===== config.mk =====
export PLATFORM = sky130hd
export DESIGN_NAME = contador_palabras
export DESIGN_NICKNAME = d
export VERILOG_FILES = /design/src/rtl/contador_palabras_pkg.sv /design/src/rtl/contador_palabras_sat.sv /design/src/rtl/contador_palabras.sv
export SDC_FILE = /design/constraint.sdc
export NUM_CORES = 1
export LEC_CHECK = 0
export CAP_MARGIN = 20
export CELL_PAD_IN_SITES_DETAIL_PLACEMENT = 1
export CELL_PAD_IN_SITES_GLOBAL_PLACEMENT = 1
export CORE_MARGIN = 5
export CORE_UTILIZATION = 44
export DETAILED_ROUTE_END_ITERATION = 12
export PLACE_DENSITY = 0.92
export RECOVER_POWER = 50
export SYNTH_ARGS = -nofsm -noshare
export SYNTH_HDL_FRONTEND = slang
export SYNTH_HIERARCHICAL = 1
export SYNTH_SLANG_ARGS = --single-unit

===== constraint.sdc =====
create_clock -name clk -period 4.5 [get_ports clk]
set_input_delay 0.45 -clock clk [delete_from_list [all_inputs] [get_ports clk]]
set_output_delay 0.45 -clock clk [all_outputs]
set_load 0.005 [all_outputs]

===== src/rtl/contador_palabras_pkg.sv =====
// Shared sizing constants and read-FSM encoding for the word-count readout block.
package contador_palabras_pkg;

    localparam int CP_NUM_OUT   = 4;
    localparam int CP_CNT_WIDTH = 5;
    localparam int CP_IDX_WIDTH = 2;

    typedef enum logic {
        WAIT = 1'b0,
        RESP = 1'b1
    } rd_state_e;

endpackage


===== src/rtl/contador_palabras_sat.sv =====
// Single saturating word counter: synchronous clear beats increment, holds at all-ones.
module contador_sat #(
    parameter int CNT_WIDTH = 5
) (
    input  logic                 clk,
    input  logic                 reset_L,
    input  logic                 inc,
    input  logic                 clr,
    output logic [CNT_WIDTH-1:0] cnt
);

    logic [CNT_WIDTH-1:0] cnt_q, cnt_d;

    always_comb begin
        cnt_d = cnt_q;
        if (clr) begin
            cnt_d = '0;
        end else if (inc && (cnt_q != '1)) begin
            cnt_d = cnt_q + 1'b1;
        end
    end

    always_ff @(posedge clk or negedge reset_L) begin
        if (!reset_L) begin
            cnt_q <= '0;
        end else begin
            cnt_q <= cnt_d;
        end
    end

    assign cnt = cnt_q;

endmodule


===== src/rtl/contador_palabras.sv =====
// Per-FIFO popped-word counters with a one-cycle registered readout, honoured only while idle.
module contador_palabras
    import contador_palabras_pkg::*;
#(
    parameter int NUM_OUT   = CP_NUM_OUT,
    parameter int CNT_WIDTH = CP_CNT_WIDTH,
    parameter int IDX_WIDTH = CP_IDX_WIDTH
) (
    input  logic                 clk,
    input  logic                 reset_L,
    input  logic                 init,
    input  logic                 idle,
    input  logic [NUM_OUT-1:0]   pop_FIFO_out,
    input  logic [NUM_OUT-1:0]   FIFO_out_empty,
    input  logic                 req,
    input  logic [IDX_WIDTH-1:0] idx,
    output logic [CNT_WIDTH-1:0] data,
    output logic                 valid
);

    logic [NUM_OUT-1:0]                inc;
    logic [NUM_OUT-1:0][CNT_WIDTH-1:0] cnt;
    logic [CNT_WIDTH-1:0]              sel;
    logic                              rd_go;

    rd_state_e            state_q, state_d;
    logic [CNT_WIDTH-1:0] data_q, data_d;

    // A pop against an empty FIFO moves no word, so it is not counted.
    assign inc = pop_FIFO_out & ~FIFO_out_empty;

    generate
        for (genvar g = 0; g < NUM_OUT; g++) begin : g_cnt
            contador_sat #(
                .CNT_WIDTH(CNT_WIDTH)
            ) u_cnt (
                .clk    (clk),
                .reset_L(reset_L),
                .inc    (inc[g]),
                .clr    (init),
                .cnt    (cnt[g])
            );
        end
    endgenerate

    // Unmatched idx values fall through to zero.
    always_comb begin
        sel = '0;
        for (int i = 0; i < NUM_OUT; i++) begin
            if (idx == IDX_WIDTH'(i)) begin
                sel = cnt[i];
            end
        end
    end

    assign rd_go = req && idle;

    always_comb begin
        state_d = WAIT;
        data_d  = '0;
        case (state_q)
            WAIT: begin
                if (rd_go) begin
                    state_d = RESP;
                    data_d  = sel;
                end
            end
            RESP: begin
                if (rd_go) begin
                    state_d = RESP;
                    data_d  = sel;
                end
            end
            default: begin
                state_d = WAIT;
                data_d  = '0;
            end
        endcase
    end

    always_ff @(posedge clk or negedge reset_L) begin
        if (!reset_L) begin
            state_q <= WAIT;
            data_q  <= '0;
        end else begin
            state_q <= state_d;
            data_q  <= data_d;
        end
    end

    assign data  = data_q;
    assign valid = (state_q == RESP);

endmodule


==> results_dict.tcl <==
set metrics [dict create \
    timing.slew.headroom_pct 49.7 \
    r2r_slack_ns 2.53 \
    drv_slew 0 \
    p_leak_nw 0.775 \
    synthTopCellsByCount "dfrtp_1, mux2i_1, nor2_1" \
    avgSynthCellArea_um2 11.0 \
    grt_max_degree 21 \
    initial_core_util_pct 44.7 \
    route.detailed.drc 0 \
    htree_levels 1 \
    p_int_mw 0.294 \
    wirelength_um 3060 \
    worstReg2RegStart "g_cnt[2].u_cnt/cnt[0]" \
    start_kind "flip-flop" \
    hold_viol 0 \
    critical_path_required_ns 4.74 \
    drt_first_pass_iters 3 \
    yosysSeqAreaShare_pct 48.8 \
    fp.dieArea_um2 4230 \
    grt_util_met1_pct 19.2 \
    ys_warn_count 6 \
    yosys.area.top_type "dfrtp_1" \
    critPathCaptureType "flip-flop" \
    antenna_left 0 \
    clockBufferDepth 2 \
    fin_nets 165 \
    status "finished clean" \
    cts.sinks 26 \
    switchingPower_mw 0.0948 \
    ctsResizeCount 0 \
    finalCriticalPeriod_ns 1.97 \
    overflow 0 \
    synthTopCellsByArea "dfrtp_1, mux2i_1, ha_1" \
    ios 21 \
    cts_setup_buffers 0 \
    grt_pass1_vias 1053 \
    ff2ff_path_depth 6 \
    fillCellCount 336 \
    fin_ws_ns 2.53 \
    postSynthCellCount 121 \
    fp-row-count 20 \
    synth_cell_types 17 \
    synth_nets 144 \
    setup_violations 0 \
    die_w_um 65.0 \
    worstSetupPathType "reg2reg" \
    cts_tree "built" \
    comb_power_share_pct 12.0 \
    tightest_slew_ns 0.752 \
    grt_usage_pct 16.1 \
    hold_ws_ns 0.579 \
    use_met3_pct 1.39 \
    drive_gt1_share_pct 2.14 \
    placed_cells 170 \
    path_clk_slew_ns 0.13 \
    synth_seq_cells 26 \
    worstSetupStartpoint "g_cnt[2].u_cnt/cnt[0]" \
    power_frac_clock_pct 24.8 \
    crit_path_end "g_cnt[2].u_cnt/cnt[3]" \
    antennaDiodeCount 0 \
    fin_crit_sh_pct 43.8 \
    multi_input_area_um2 651 \
    max_freq_mhz 507 \
    syn_area_um2 1330 \
    synthArstFlopShare_pct 100 \
    post-place-ws_ns 2.59 \
    portBuffers 20 \
    num_vias 975 \
    p_per_area_nw_per_um2 248 \
    max-cap-violations 0 \
    ys_dominant_reg_cell "dfrtp_1" \
    hp-class "in2async" \
    fp.dieH_um 65.0 \
    clkLatencyLatePin_ns 0.32 \
    fin_worst_skew_ns 0.00274 \
    worstPathArrival_ns 2.21 \
    drt-vias-per-instance 5.64 \
    power_frac_seq_pct 63.2 \
    cts_hold_buf 0 \
    drt_iter0_markers 39 \
    fp.coreArea_um2 2980 \
    wl_per_cell_um 17.7 \
    place_congestion 0.770 \
    stdcell_count 173 \
    worst-path-max-fanout 5 \
    synth_top_area_share_pct 48.8 \
    cts_root_buffer "clkbuf_4" \
    ff_latch_area_um2 651 \
    p_sw_share_pct 24.4 \
    peakVddDrop_v 0.0000892 \
    rsz0062_at_grt "no" \
    synth_edf_count 0 \
    use_met2_pct 29.0 \
    grt_pass1_wl_um 5190 \
    antenna_found_initial 0 \
    busiest_layer "met2" \
    yosysMostFrequentCell "dfrtp_1" \
    area_delta_synth_final_pct 17.7 \
    r2r_end "g_cnt[2].u_cnt/cnt[3]" \
    cts_made_buffers 3 \
    fin_tns_setup_ns 0 \
    hpwl_um 2260 \
]
cell usage in the layout (no fill, tap or decap), drive strengths merged:
cell,Yosys,final
mux2i,18,18
dlygate4sd3,0,3
dfrtp,26,26
and3,4,4
and2,1,1
ha,8,8
o21ai,4,4
nand2b,4,4
nand3,5,5
clkbuf,4,4
nor2b,4,4
nand3b,5,5
clkdlybuf4s50,0,17
a21oi,4,4
nor2,16,16
o22ai,5,5
or3,4,4
xor2,8,8
sequential cells by signal, indices dropped and copies added (netlist names):
register	count
data	5
g_cnt.u_cnt/cnt	20
valid	1
cell families (layout without fill, tap and decap cells):
group	count (synthesis)	after routing	synth area share (%)
compound gates	13	13	5.35
fa+ha+maj	8	8	7.51
xor+xnor	8	8	5.26
mux	18	18	13.5
flops	26	26	48.8
simple gates	43	43	17.2
buf+inv	5	24	2.35
cell type report:
type | count | area share [%]
repair buffers | 21 | 13.0
multi-input cells | 90 | 41.5
flip-flops and latches | 26 | 41.5
well taps | 33 | 2.63
clock buffers | 3 | 1.44
critical path, cell delays in order, from the launching register on:
cell	delay [ns]
dfrtp_1	0.45
ha_1	0.24
and3_1	0.17
ha_1	0.19
nand2b_1	0.27
or3_1	0.42
a21oi_1	0.15
worst min path at each step:
stage,cells after the start,to
after floorplan,0,data[0]
after global placement,2,g_cnt[2].u_cnt/cnt[4]
after detailed placement,2,g_cnt[2].u_cnt/cnt[4]
after CTS,1,g_cnt[0].u_cnt/cnt[2]
after global routing,1,data[2]
final,1,g_cnt[2].u_cnt/cnt[3]
power groups by stage:
stage	Clock (mW)	Combinational (mW)	Sequential, mW
2_1_floorplan	0	0.0230	0.248
3_3_place_gp	0	0.0442	0.249
3_5_place_dp	0	0.0482	0.250
4_1_cts	0.0978	0.0490	0.245
5_1_grt	0.109	0.0516	0.246
6_report	0.0963	0.0465	0.246
per-stage QoR:
step | utilization (%) | power [mW] | instance area [um^2]
2_1_floorplan | - | 0.271 | 1330
6_report | 52.7 | 0.388 | 1570
4_1_cts | 53.1 | 0.392 | 1580
5_1_grt | 52.7 | 0.407 | 1570
3_3_place_gp | 51.8 | 0.294 | 1540
3_5_place_dp | 52.3 | 0.298 | 1560
routing by layer:
layer	wire, um	vias to the layer above	part of all wire [%]
met3	95	5	3.1
met5	0	-	0
met4	63	0	2.1
met1	1330	489	44
li1	-	462	-
met2	1570	19	51
(Power assumes the default switching activity.)
